### src/rtl/mc_dp_pkg.sv
// mc_dp_pkg: shared encodings for the multicycle datapath (mc_datapath_hs)
// and its register file.
//   - control-field encodings: ALU op, PC source, mem-to-reg, reg-dst,
//     ALU source B, branch condition
//   - datapath run state (running / halted / bus error)
//   - register file geometry
package mc_dp_pkg;

    localparam int unsigned RF_DEPTH = 4;
    localparam int unsigned RF_AW    = 2;

    typedef enum logic [2:0] {
        ALU_ADD = 3'd0,
        ALU_SUB = 3'd1,
        ALU_AND = 3'd2,
        ALU_OR  = 3'd3,
        ALU_NOT = 3'd4,
        ALU_NEG = 3'd5,
        ALU_SHL = 3'd6,
        ALU_SRA = 3'd7
    } alu_op_e;

    typedef enum logic [1:0] {
        PC_SRC_ALU    = 2'd0,
        PC_SRC_ALUOUT = 2'd1,
        PC_SRC_JUMP   = 2'd2,
        PC_SRC_A      = 2'd3
    } pc_src_e;

    typedef enum logic [1:0] {
        M2R_ALUOUT = 2'd0,
        M2R_MDR    = 2'd1,
        M2R_PC     = 2'd2,
        M2R_IMM_HI = 2'd3
    } mem_to_reg_e;

    typedef enum logic [1:0] {
        RD_IR_9_8 = 2'd0,
        RD_IR_7_6 = 2'd1,
        RD_LINK   = 2'd2
    } reg_dst_e;

    typedef enum logic [1:0] {
        SRCB_B    = 2'd0,
        SRCB_ONE  = 2'd1,
        SRCB_IMM  = 2'd2,
        SRCB_ZERO = 2'd3
    } alu_src_b_e;

    typedef enum logic [1:0] {
        BR_NZ  = 2'd0,
        BR_Z   = 2'd1,
        BR_GTZ = 2'd2,
        BR_LTZ = 2'd3
    } br_cond_e;

    typedef enum logic [1:0] {
        DP_RUN    = 2'd0,
        DP_HALTED = 2'd1,
        DP_BUSERR = 2'd2
    } dp_state_e;

endpackage

### src/rtl/mc_regfile.sv
// mc_regfile: 4 x WORD_W register file for mc_datapath_hs.
//   clk, reset_n      : clock, synchronous active-low reset (clears all entries)
//   we, waddr, wdata  : synchronous write port (caller gates we with commit)
//   raddr_a / rdata_a : asynchronous read port A
//   raddr_b / rdata_b : asynchronous read port B
module mc_regfile
    import mc_dp_pkg::*;
#(
    parameter int unsigned WORD_W = 16
) (
    input  logic              clk,
    input  logic              reset_n,
    input  logic              we,
    input  logic [RF_AW-1:0]  waddr,
    input  logic [WORD_W-1:0] wdata,
    input  logic [RF_AW-1:0]  raddr_a,
    input  logic [RF_AW-1:0]  raddr_b,
    output logic [WORD_W-1:0] rdata_a,
    output logic [WORD_W-1:0] rdata_b
);

    logic [WORD_W-1:0] regs_q [RF_DEPTH];
    logic [WORD_W-1:0] regs_d [RF_DEPTH];

    always_comb begin
        regs_d = regs_q;
        if (we) begin
            regs_d[waddr] = wdata;
        end
    end

    always_ff @(posedge clk) begin
        if (!reset_n) begin
            for (int unsigned i = 0; i < RF_DEPTH; i++) begin
                regs_q[i] <= '0;
            end
        end else begin
            regs_q <= regs_d;
        end
    end

    assign rdata_a = regs_q[raddr_a];
    assign rdata_b = regs_q[raddr_b];

endmodule

### src/rtl/mc_datapath_hs.sv
// mc_datapath_hs: multicycle datapath for the 16-bit TSC-style CPU with a
// req/ack memory port. Holds PC, IR, MDR, A, B, ALUOut, the output port and
// a 4-entry register file; stalls while memory is busy and raises a sticky
// bus error when an access waits WAIT_MAX cycles (0 = no timeout).
//   clk, reset_n        : clock, synchronous active-low reset
//   mem_*               : shared memory port (req held until ack)
//   ctrl_*, halt        : per-step controls from the control FSM
//   inst, output_port   : IR and WWD output register
//   stall               : current step is not committing this cycle
//   bus_error, halted   : sticky status, cleared only by reset
//   cycle_cnt, stall_cnt, commit_cnt : performance counters, built only
//                         when MC_DP_PERF_CNT_EN is defined, else tied to 0
module mc_datapath_hs
    import mc_dp_pkg::*;
#(
    parameter int unsigned WORD_W   = 16,
    parameter int unsigned RESET_PC = 0,
    parameter int unsigned WAIT_MAX = 64,
    parameter int unsigned LINK_REG = 2
) (
    input  logic              clk,
    input  logic              reset_n,
    output logic              mem_req,
    output logic              mem_we,
    output logic [WORD_W-1:0] mem_addr,
    output logic [WORD_W-1:0] mem_wdata,
    input  logic [WORD_W-1:0] mem_rdata,
    input  logic              mem_ack,
    input  logic              ctrl_ir_write,
    input  logic              ctrl_mem_read,
    input  logic              ctrl_mem_write,
    input  logic              ctrl_pc_write,
    input  logic              ctrl_pc_write_cond,
    input  logic              ctrl_reg_write,
    input  logic              ctrl_alu_src_a,
    input  logic              ctrl_write_port,
    input  logic              halt,
    input  logic [1:0]        ctrl_pc_source,
    input  logic [1:0]        ctrl_mem_to_reg,
    input  logic [1:0]        ctrl_reg_dst,
    input  logic [1:0]        ctrl_alu_src_b,
    input  logic [1:0]        ctrl_br_cond,
    input  logic [2:0]        ctrl_alu_op,
    output logic [WORD_W-1:0] inst,
    output logic [WORD_W-1:0] output_port,
    output logic              stall,
    output logic              bus_error,
    output logic              halted,
    output logic [31:0]       cycle_cnt,
    output logic [31:0]       stall_cnt,
    output logic [31:0]       commit_cnt
);

    localparam int unsigned WAIT_W = (WAIT_MAX < 2) ? 1 : $clog2(WAIT_MAX + 1);
    localparam bit          TIMEOUT_EN = (WAIT_MAX != 0);
    localparam logic [WAIT_W-1:0] WAIT_LAST = WAIT_W'(WAIT_MAX - 1);

    logic [WORD_W-1:0] pc_q, pc_d;
    logic [WORD_W-1:0] ir_q, ir_d;
    logic [WORD_W-1:0] mdr_q, mdr_d;
    logic [WORD_W-1:0] a_q, a_d;
    logic [WORD_W-1:0] b_q, b_d;
    logic [WORD_W-1:0] alu_out_q, alu_out_d;
    logic [WORD_W-1:0] out_port_q, out_port_d;
    dp_state_e         state_q, state_d;
    logic [WAIT_W-1:0] wait_q, wait_d;

    logic              run;
    logic              access_req;
    logic              mem_is_read;
    logic              commit;
    logic [WORD_W-1:0] src_a, src_b, imm_sext, alu_res, next_pc;
    logic              cond;
    logic              pc_en;
    logic [RF_AW-1:0]  rf_waddr;
    logic [WORD_W-1:0] rf_wdata, rf_rdata_a, rf_rdata_b;

    // ---------------- memory port ----------------
    assign run         = (state_q == DP_RUN);
    assign access_req  = ctrl_ir_write | ctrl_mem_write | ctrl_mem_read;
    assign mem_is_read = ctrl_mem_read & ~ctrl_ir_write & ~ctrl_mem_write;
    assign mem_req     = access_req & reset_n & run;
    assign mem_we      = ~ctrl_ir_write & ctrl_mem_write;
    assign mem_addr    = ctrl_ir_write ? pc_q : alu_out_q;
    assign mem_wdata   = b_q;

    assign stall  = (mem_req & ~mem_ack) | ~run;
    assign commit = ~stall;

    // ---------------- ALU ----------------
    assign imm_sext = WORD_W'($signed(ir_q[7:0]));
    assign src_a    = ctrl_alu_src_a ? a_q : pc_q;

    always_comb begin
        src_b = b_q;
        unique case (alu_src_b_e'(ctrl_alu_src_b))
            SRCB_B:    src_b = b_q;
            SRCB_ONE:  src_b = WORD_W'(1);
            SRCB_IMM:  src_b = imm_sext;
            SRCB_ZERO: src_b = '0;
            default:   src_b = b_q;
        endcase
    end

    always_comb begin
        alu_res = '0;
        unique case (alu_op_e'(ctrl_alu_op))
            ALU_ADD: alu_res = src_a + src_b;
            ALU_SUB: alu_res = src_a - src_b;
            ALU_AND: alu_res = src_a & src_b;
            ALU_OR:  alu_res = src_a | src_b;
            ALU_NOT: alu_res = ~src_a;
            ALU_NEG: alu_res = '0 - src_a;
            ALU_SHL: alu_res = src_a << 1;
            ALU_SRA: alu_res = WORD_W'($signed(src_a) >>> 1);
            default: alu_res = '0;
        endcase
    end

    always_comb begin
        cond = 1'b0;
        unique case (br_cond_e'(ctrl_br_cond))
            BR_NZ:   cond = |alu_res;
            BR_Z:    cond = ~|alu_res;
            BR_GTZ:  cond = ~alu_res[WORD_W-1] & (|alu_res);
            BR_LTZ:  cond = alu_res[WORD_W-1];
            default: cond = 1'b0;
        endcase
    end

    always_comb begin
        next_pc = alu_res;
        unique case (pc_src_e'(ctrl_pc_source))
            PC_SRC_ALU:    next_pc = alu_res;
            PC_SRC_ALUOUT: next_pc = alu_out_q;
            PC_SRC_JUMP:   next_pc = {pc_q[WORD_W-1:12], ir_q[11:0]};
            PC_SRC_A:      next_pc = a_q;
            default:       next_pc = alu_res;
        endcase
    end

    assign pc_en = ctrl_pc_write | (ctrl_pc_write_cond & cond);

    // ---------------- register file ----------------
    always_comb begin
        rf_waddr = ir_q[9:8];
        unique case (reg_dst_e'(ctrl_reg_dst))
            RD_IR_9_8: rf_waddr = ir_q[9:8];
            RD_IR_7_6: rf_waddr = ir_q[7:6];
            RD_LINK:   rf_waddr = RF_AW'(LINK_REG);
            default:   rf_waddr = ir_q[9:8];
        endcase
    end

    always_comb begin
        rf_wdata = alu_out_q;
        unique case (mem_to_reg_e'(ctrl_mem_to_reg))
            M2R_ALUOUT: rf_wdata = alu_out_q;
            M2R_MDR:    rf_wdata = mdr_q;
            M2R_PC:     rf_wdata = pc_q;
            M2R_IMM_HI: rf_wdata = WORD_W'({ir_q[7:0], 8'h00});
            default:    rf_wdata = alu_out_q;
        endcase
    end

    mc_regfile #(
        .WORD_W (WORD_W)
    ) u_regfile (
        .clk     (clk),
        .reset_n (reset_n),
        .we      (commit & ctrl_reg_write),
        .waddr   (rf_waddr),
        .wdata   (rf_wdata),
        .raddr_a (ir_q[11:10]),
        .raddr_b (ir_q[9:8]),
        .rdata_a (rf_rdata_a),
        .rdata_b (rf_rdata_b)
    );

    // ---------------- architectural registers ----------------
    always_comb begin
        pc_d       = pc_q;
        ir_d       = ir_q;
        mdr_d      = mdr_q;
        a_d        = a_q;
        b_d        = b_q;
        alu_out_d  = alu_out_q;
        out_port_d = out_port_q;
        if (commit) begin
            if (ctrl_ir_write) ir_d = mem_rdata;
            if (mem_is_read)   mdr_d = mem_rdata;
            // A/B always reload from the IR that was current during this step
            a_d       = rf_rdata_a;
            b_d       = rf_rdata_b;
            alu_out_d = alu_res;
            if (ctrl_write_port) out_port_d = alu_out_q;
            if (pc_en)           pc_d = next_pc;
        end
    end

    // ---------------- run state / wait timeout ----------------
    always_comb begin
        state_d = state_q;
        wait_d  = wait_q;
        unique case (state_q)
            DP_RUN: begin
                if (mem_req && !mem_ack) begin
                    wait_d = wait_q + 1'b1;
                    if (TIMEOUT_EN && (wait_q == WAIT_LAST)) begin
                        state_d = DP_BUSERR;
                        wait_d  = '0;
                    end
                end else begin
                    wait_d = '0;
                    if (commit && halt) state_d = DP_HALTED;
                end
            end
            // halted and bus error are terminal until reset
            default: wait_d = '0;
        endcase
    end

    always_ff @(posedge clk) begin
        if (!reset_n) begin
            pc_q       <= WORD_W'(RESET_PC);
            ir_q       <= '0;
            mdr_q      <= '0;
            a_q        <= '0;
            b_q        <= '0;
            alu_out_q  <= '0;
            out_port_q <= '0;
            state_q    <= DP_RUN;
            wait_q     <= '0;
        end else begin
            pc_q       <= pc_d;
            ir_q       <= ir_d;
            mdr_q      <= mdr_d;
            a_q        <= a_d;
            b_q        <= b_d;
            alu_out_q  <= alu_out_d;
            out_port_q <= out_port_d;
            state_q    <= state_d;
            wait_q     <= wait_d;
        end
    end

    assign inst        = ir_q;
    assign output_port = out_port_q;
    assign halted      = (state_q == DP_HALTED);
    assign bus_error   = (state_q == DP_BUSERR);

    // ---------------- performance counters ----------------
`ifdef MC_DP_PERF_CNT_EN
    logic [31:0] cycle_cnt_q, cycle_cnt_d;
    logic [31:0] stall_cnt_q, stall_cnt_d;
    logic [31:0] commit_cnt_q, commit_cnt_d;

    always_comb begin
        cycle_cnt_d  = cycle_cnt_q + 32'd1;
        stall_cnt_d  = stall_cnt_q + {31'd0, stall & run};
        commit_cnt_d = commit_cnt_q + {31'd0, commit};
    end

    always_ff @(posedge clk) begin
        if (!reset_n) begin
            cycle_cnt_q  <= '0;
            stall_cnt_q  <= '0;
            commit_cnt_q <= '0;
        end else begin
            cycle_cnt_q  <= cycle_cnt_d;
            stall_cnt_q  <= stall_cnt_d;
            commit_cnt_q <= commit_cnt_d;
        end
    end

    assign cycle_cnt  = cycle_cnt_q;
    assign stall_cnt  = stall_cnt_q;
    assign commit_cnt = commit_cnt_q;
`else
    assign cycle_cnt  = '0;
    assign stall_cnt  = '0;
    assign commit_cnt = '0;
`endif

endmodule

### config.mk
export PLATFORM = sky130hd
export DESIGN_NAME = mc_datapath_hs
export DESIGN_NICKNAME = d
export VERILOG_FILES = /design/src/rtl/mc_dp_pkg.sv /design/src/rtl/mc_regfile.sv /design/src/rtl/mc_datapath_hs.sv
export SDC_FILE = /design/constraint.sdc
export NUM_CORES = 1
export LEC_CHECK = 0
export ABC_AREA = 0
export BUFFER_PORTS_ARGS = -buffer_cell sky130_fd_sc_hd__buf_4
export CAP_MARGIN = 20
export CORE_ASPECT_RATIO = 1.5
export CORE_UTILIZATION = 62
export DETAILED_ROUTE_END_ITERATION = 8
export HOLD_SLACK_MARGIN = 0.12
export MAX_ROUTING_LAYER = met4
export PLACE_DENSITY = 0.88
export SYNTH_ARGS = -nofsm -noshare
export SYNTH_HDL_FRONTEND = slang
export SYNTH_SLANG_ARGS = --single-unit
### constraint.sdc
create_clock -name clk -period 9.23 [get_ports clk]
set_input_delay 0.923 -clock clk [delete_from_list [all_inputs] [get_ports clk]]
set_output_delay 0.923 -clock clk [all_outputs]
set_load 0.01 [all_outputs]
* Word level (Yosys, flattened, before mapping) *
Cells that the tools add are included.

operators by class
  reduce and logical (&&, ||, !) cells = 20
  equality and inequality tests = 25
  shift operators = 0
  divide/modulo/power cells = 0
  bitwise gates (word level) = 28
  magnitude comparators = 4
  mux-type cells = 20
  $add $sub $neg = 4
  multipliers = 0

operator list
  operator                                              number
  case mux 16 bit (4 select lines)                      3
  case mux 16 bit (8 select lines)                      1
  two-way mux 16 bit                                    7
  binary-select mux 16 bit (select 2 bit)               2
  bitwise mux 64 bit                                    1
  demux 16 bit (select 2 bit)                           1
  equality test 2 bit (second input constant)           10
  adder 16 bit                                          1
  bitwise AND 16 bit                                    1
  inverter 16 bit                                       1
  OR 16 bit                                             1
  OR reduction 16 bit                                   1
  subtractor 1 x 16 -> 16 bit (first input constant)    1
  subtractor 16 bit                                     1
  equality test 2 x 1 -> 1 bit (second input constant)  6
  equality test 3 bit (second input constant)           4
  logical NOT 2 bit                                     5
  bitwise AND 1 bit                                     9
  >= comparator 3 bit (second input constant)           3
  inverter 1 bit                                        9
  inverter 2 -> 3 bit                                   3
  AND reduction 2 bit                                   4
  adder 7 x 1 -> 7 bit (second input constant)          1
  equality test 7 x 6 -> 1 bit (second input constant)  1
  other kinds (14)                                      24

word-level totals
  memory bits (writable) = 0
  bits of input ports = 41
  register bits after elaboration = 185
  word-level logic and storage cells = 115
  output and inout bits = 165
  latch bits = 0
  bits in read-only memories = 0
  memories kept = 0

* Depth between registers and ports, before layout *
  depth in word-level cells = 10
  mapped depth = 23
  depth with buffers taken out = 20

* Hierarchy *
Synthesis repeated with hierarchy kept, for this count alone.

unflattened totals
  cell total of the unflattened synthesis = 1448
  area total of the unflattened synthesis = 12479.5 um^2

by module, submodules not included
  module          cells each  seq. area each (um^2)  times used  area each (um^2)
  mc_datapath_hs  1180        2422.3                 1           9221.3
  mc_regfile      268         1281.2                 1           3258.1

* Least setup slack after synthesis *
Ideal clock, no wire load.

  path kind = in2reg
  start point = input port ctrl_alu_src_b[1]
  end point = register pc_q[10]
  required time = 9105 ps
  setup time = 125 ps
  slack = 3577 ps
  arrival time = 5528 ps
  cell stages on the path = 20
  path buffers = 2
  path through = buf_2 > mux2i_1 > nor2_1 > or4_1 > or2_2 > a211oi_1 > nor2_1 > xnor2_1 > ha_1 > a21o_1 > a21o_1 > a221o_1 > a41oi_1 > xor2_1 > o221ai_1 > or4_4 > o311a_4 > buf_6 > o2111ai_1 > nand3_1

between the ends
  word-level cells in the longest chain between the ends = 10
  elaborated cells on any way between the ends = 19
  classes of those cells = add/sub (2); eq/ne (3); mux (4); bitwise (6); reduce/logical (4)

ends and longest elaborated chain
  what                                                           RTL line                                                             RTL
  start, declared                                                mc_datapath_hs.sv:41                                                 input logic [1:0] ctrl_alu_src_b,
  equality test 2 bit, or another cell as far along              mc_datapath_hs.sv:96                                                 unique case (alu_src_b_e'(ctrl_alu_src_b))
  case mux 16 bit (4 select lines) (*)                           mc_datapath_hs.sv:96
  subtractor 16 bit, or another cell as far along                mc_datapath_hs.sv:109                                                ALU_SUB: alu_res = src_a - src_b;
  case mux 16 bit (8 select lines) (*)                           mc_datapath_hs.sv:107                                                unique case (alu_op_e'(ctrl_alu_op))
  OR reduction 16 bit / inverter 1 bit (equally long branches)   mc_datapath_hs.sv:123, mc_datapath_hs.sv:124, mc_datapath_hs.sv:125
  bitwise AND 1 bit / logical NOT 1 bit (equally long branches)  mc_datapath_hs.sv:125, mc_datapath_hs.sv:124
  case mux 1 bit (4 select lines)                                mc_datapath_hs.sv:122                                                unique case (br_cond_e'(ctrl_br_cond))
  bitwise AND 1 bit                                              mc_datapath_hs.sv:142                                                assign pc_en = ctrl_pc_write | (ctrl_pc_write_cond & cond);
  OR 1 bit                                                       mc_datapath_hs.sv:142
  AND reduction 2 bit (no source line)                           -
  end signal, assigned                                           mc_datapath_hs.sv:225                                                pc_q <= WORD_W'(RESET_PC);
  end signal, assigned                                           mc_datapath_hs.sv:235                                                pc_q <= pc_d;
  end, declared                                                  mc_datapath_hs.sv:58                                                 logic [WORD_W-1:0] pc_q, pc_d;

Every way passes the cells marked *; elsewhere a longest branch is shown, timed or not.
A chain may end at the register's enable or synchronous reset.

* Final worst setup path *
  start point = input port ctrl_alu_src_b[1]
  end point = register pc_q[15]

between the ends
  word-level cells in the longest chain between the ends = 10
  elaborated cells on any way between the ends = 19
  classes of those cells = add/sub (2); eq/ne (3); mux (4); bitwise (6); reduce/logical (4)

ends and longest elaborated chain
  what                                                           RTL line
  equality test 2 bit, or another cell as far along              mc_datapath_hs.sv:96
  case mux 16 bit (4 select lines) (*)                           mc_datapath_hs.sv:96
  subtractor 16 bit, or another cell as far along                mc_datapath_hs.sv:109
  case mux 16 bit (8 select lines) (*)                           mc_datapath_hs.sv:107
  OR reduction 16 bit / inverter 1 bit (equally long branches)   mc_datapath_hs.sv:123, mc_datapath_hs.sv:124, mc_datapath_hs.sv:125
  bitwise AND 1 bit / logical NOT 1 bit (equally long branches)  mc_datapath_hs.sv:125, mc_datapath_hs.sv:124
  case mux 1 bit (4 select lines)                                mc_datapath_hs.sv:122
  bitwise AND 1 bit                                              mc_datapath_hs.sv:142
  OR 1 bit                                                       mc_datapath_hs.sv:142
  AND reduction 3 bit (no source line)                           -

Marked as above.

==> metrics <==
status=finished, final reports clean; Starting DRT DRC Count=1697; Post-synth ARST share=0; relative slew slack=0.219; met2 Use GR=0.659; CTS tree=built; WP data required=9.59 ns; placed instance count=1786; die area=20800 um^2; M1 GR Usage=0.463; fraction of the yosys area taken by sequential cells=0.296; Slowest cell on crit path=o41ai_4; Slew @ Worst Pin=1.17 ns; Layout area overhead=8.20%; power per cell area=168 nW/um^2; Reg clk slew, reported paths=0.07 ns; Ys Warns=0; Pre-antenna DRT Iters=6; crit-path max FO=22; most used routing layer=met2; #FFs+latches synth=185; min-delay worst type=reg2reg; Rows=63; global-route wire length before repair=64400 um; die height=176 um; Final Hold Vio Count=0; Post-CTS Setup Inserts=0; Global Route Usage Sum=0.419; leakage power=5.36 nW; Register Area=3700 um^2; Arrival @ worst endpoint=6.68 ns; drt total wl=42400 um; Overflow after GRT=0; Mapped Cells=1510; CP Buf/Inv Count=1; clock insertion delay at the later pin of the skew report=0.44 ns; FMAX=158 MHz; initial antenna violation count=2; WL/cell=23.3 um; Max Slew Vio Count=0; Cell Area, Synth=12500 um^2; post-route ant nets=0; EDFF count, synth=0; post-route clock period utilization=0.684; post-cts hold buffer count=0; RSZ-0062 raised after global routing=false; Boundary Pins=206; half-perimeter wire length after placement=29500 um; Crit Path Class=in2reg; H-tree depth=4; CTS Sinks=185; setup_tns=0 ns; initial core utilization=0.632; post-CTS sizing=0; ys flop type=dfxtp_1; CP top delay family=compound AO/OA/AOI/OAI gates; clk root buf=clkbuf_16; largest net degree at the start of global routing=110; Avg Cell Area, Syn=8.29 um^2; Tmin final=6.32 ns; Finished Layout Cells=1821; Core Footprint=19800 um^2; CP endpoint kind=flip-flop; number of global-route vias before repair=11200; Final Skew=0.00990 ns; Final nets=1609; worst-case clock buffer depth=2; RD Place Congestion=1.05; Yosys cell types=87; share of cells above drive strength 1=0.170; critical path cell sequence=buf_4 > mux2i_1 > or2_2 > ha_1 > nand2_1 > nor3_1 > nor3b_1 > a31oi_1 > nor2_1 > xor2_1 > ha_1 > and4_1 > a221o_1 > a41oi_1 > xor2_1 > o221ai_1 > or4_4 > o41ai_4 > o2111ai_2 > a22oi_1; Worst Setup Start Kind=input port; Fillers=1549; GRT met3 Usage=0.0833; Max-Cap Viols=0; DIE WIDTH=118 um; DRC=0; final setup fails=0; Via density=6.69; peak supply drop=0.165 mV; largest stage delay on the critical path=0.75 ns; IO Port Bufs=109; DR vias=12200; CTS buffer count=17; area of the multi-input gates=7900 um^2
per-stage QoR:
stage / hold WS (ns) / worst slack [ns] / utilization / power (mW) / cell area (um^2)
detailed placement: 0.444 / 2.64 / 0.656 / 1.55 / 13000
floorplan: 0.418 / 3.58 / - / 1.37 / 12900
finish: 0.449 / 2.91 / 0.684 / 2.27 / 13500
global route: 0.477 / 2.59 / 0.684 / 2.34 / 13500
CTS: 0.456 / 3.08 / 0.684 / 2.24 / 13500
global placement: 0.430 / 2.78 / 0.656 / 1.54 / 13000
synth_stat cells (all sizes together), types with 22 or more instances:
cell	count	area (um^2)
a211oi	45	338
a21oi	137	686
buf	124	881
clkbuf	80	300
dfxtp	185	3700
ha	22	275
inv	27	101
mux2i	67	728
mux4	52	1170
nand2	215	807
nand3	23	115
nor2	180	676
nor3	34	170
o21ai	41	205
layout by cell type (no fill, tap or decap), types with 6 or more instances in the layout:
cell type  instances
nand2_1          215
dfxtp_1          185
nor2_1           176
a21oi_1          137
buf_4            125
conb_1            96
mux2i_1           61
mux4_2            51
a211oi_1          45
o21ai_0           39
nor3_1            33
inv_1             23
nand3_1           23
ha_1              22
xnor2_1           21
mux2_2            20
nand4_1           17
clkbuf_16         17
nand2b_1          14
o2111ai_1         14
a2bb2oi_1         14
a21o_1            13
xor2_1            12
nor2b_1           11
and3_1            10
a22oi_1            9
o211ai_1           8
nor4_1             7
o221ai_1           6
o31ai_1            6
o21a_1             6
cells by family (layout without fill, tap and decap cells):
family                     count (synthesis)  count (layout)  synth area share
and+or+nand+nor                          546             546             0.194
AOI/OAI and AO/OA                        346             346             0.185
buffers and inverters                    231             184             0.102
DFF                                      185             185             0.296
muxes                                    140             140             0.171
xor gates and xnor gates                  33              33            0.0231
adders and majority gates                 28              28            0.0276
other                                      1              99          0.000300
final cells by class:
| cell class | count | area share |
|---|---|---|
| flip-flops and latches | 185 | 0.274 |
| inverters | 27 | 0.00767 |
| clock inverters | 15 | 0.0101 |
| clock buffers | 17 | 0.0314 |
| multi-input cells | 1189 | 0.583 |
| repair buffers | 125 | 0.0693 |
| diodes | 3 | 0.000554 |
| well taps | 260 | 0.0240 |
per-layer routing:
layer	vias to the layer above	routed length (um)
met5	-	0
met3	268	4340
met2	965	19700
met4	0	3890
li1	5303	-
met1	5646	14400
worst register-to-register path, stage by stage, from the launching register on:
cell	delay [ns]
dfxtp_1	0.71
nand2b_1	0.11
a21oi_1	0.39
inv_1	0.13
ha_1	0.24
nand2_1	0.09
nor3_1	0.08
nor3b_1	0.18
a31oi_1	0.34
nor2_1	0.12
xor2_1	0.16
ha_1	0.39
and4_1	0.21
a221o_1	0.36
a41oi_1	0.19
xor2_1	0.22
o221ai_1	0.28
or4_4	0.65
o41ai_4	0.75
o2111ai_2	0.28
a22oi_1	0.22
where the power goes:
group          internal [mW]  total, mW  switching [mW]  leakage [nW]
Clock                  0.354      0.699           0.345         0.262
Sequential             0.841      0.915          0.0737          1.50
Combinational          0.250      0.655           0.405          3.60
Total                   1.45       2.27           0.823          5.36
state kept, by name (all words and copies together), names as in the netlist, 16 cells and up:
signal            cells
u_regfile.regs_q     64
a_q                  16
alu_out_q            16
inst                 16
mdr_q                16
mem_wdata            16
output_port          16
pc_q                 16
final timing paths:
kind	slack, ns	to	cells past startpoint	start
max	2.91	pc_q[15]	20	ctrl_alu_src_b[1]
min	0.45	wait_q[0]	1	wait_q[0]
max reg2reg	3.05	pc_q[15]	20	inst[0]
min reg2reg	0.45	wait_q[0]	1	wait_q[0]
Note: power is estimated with default switching activity, not from simulation.
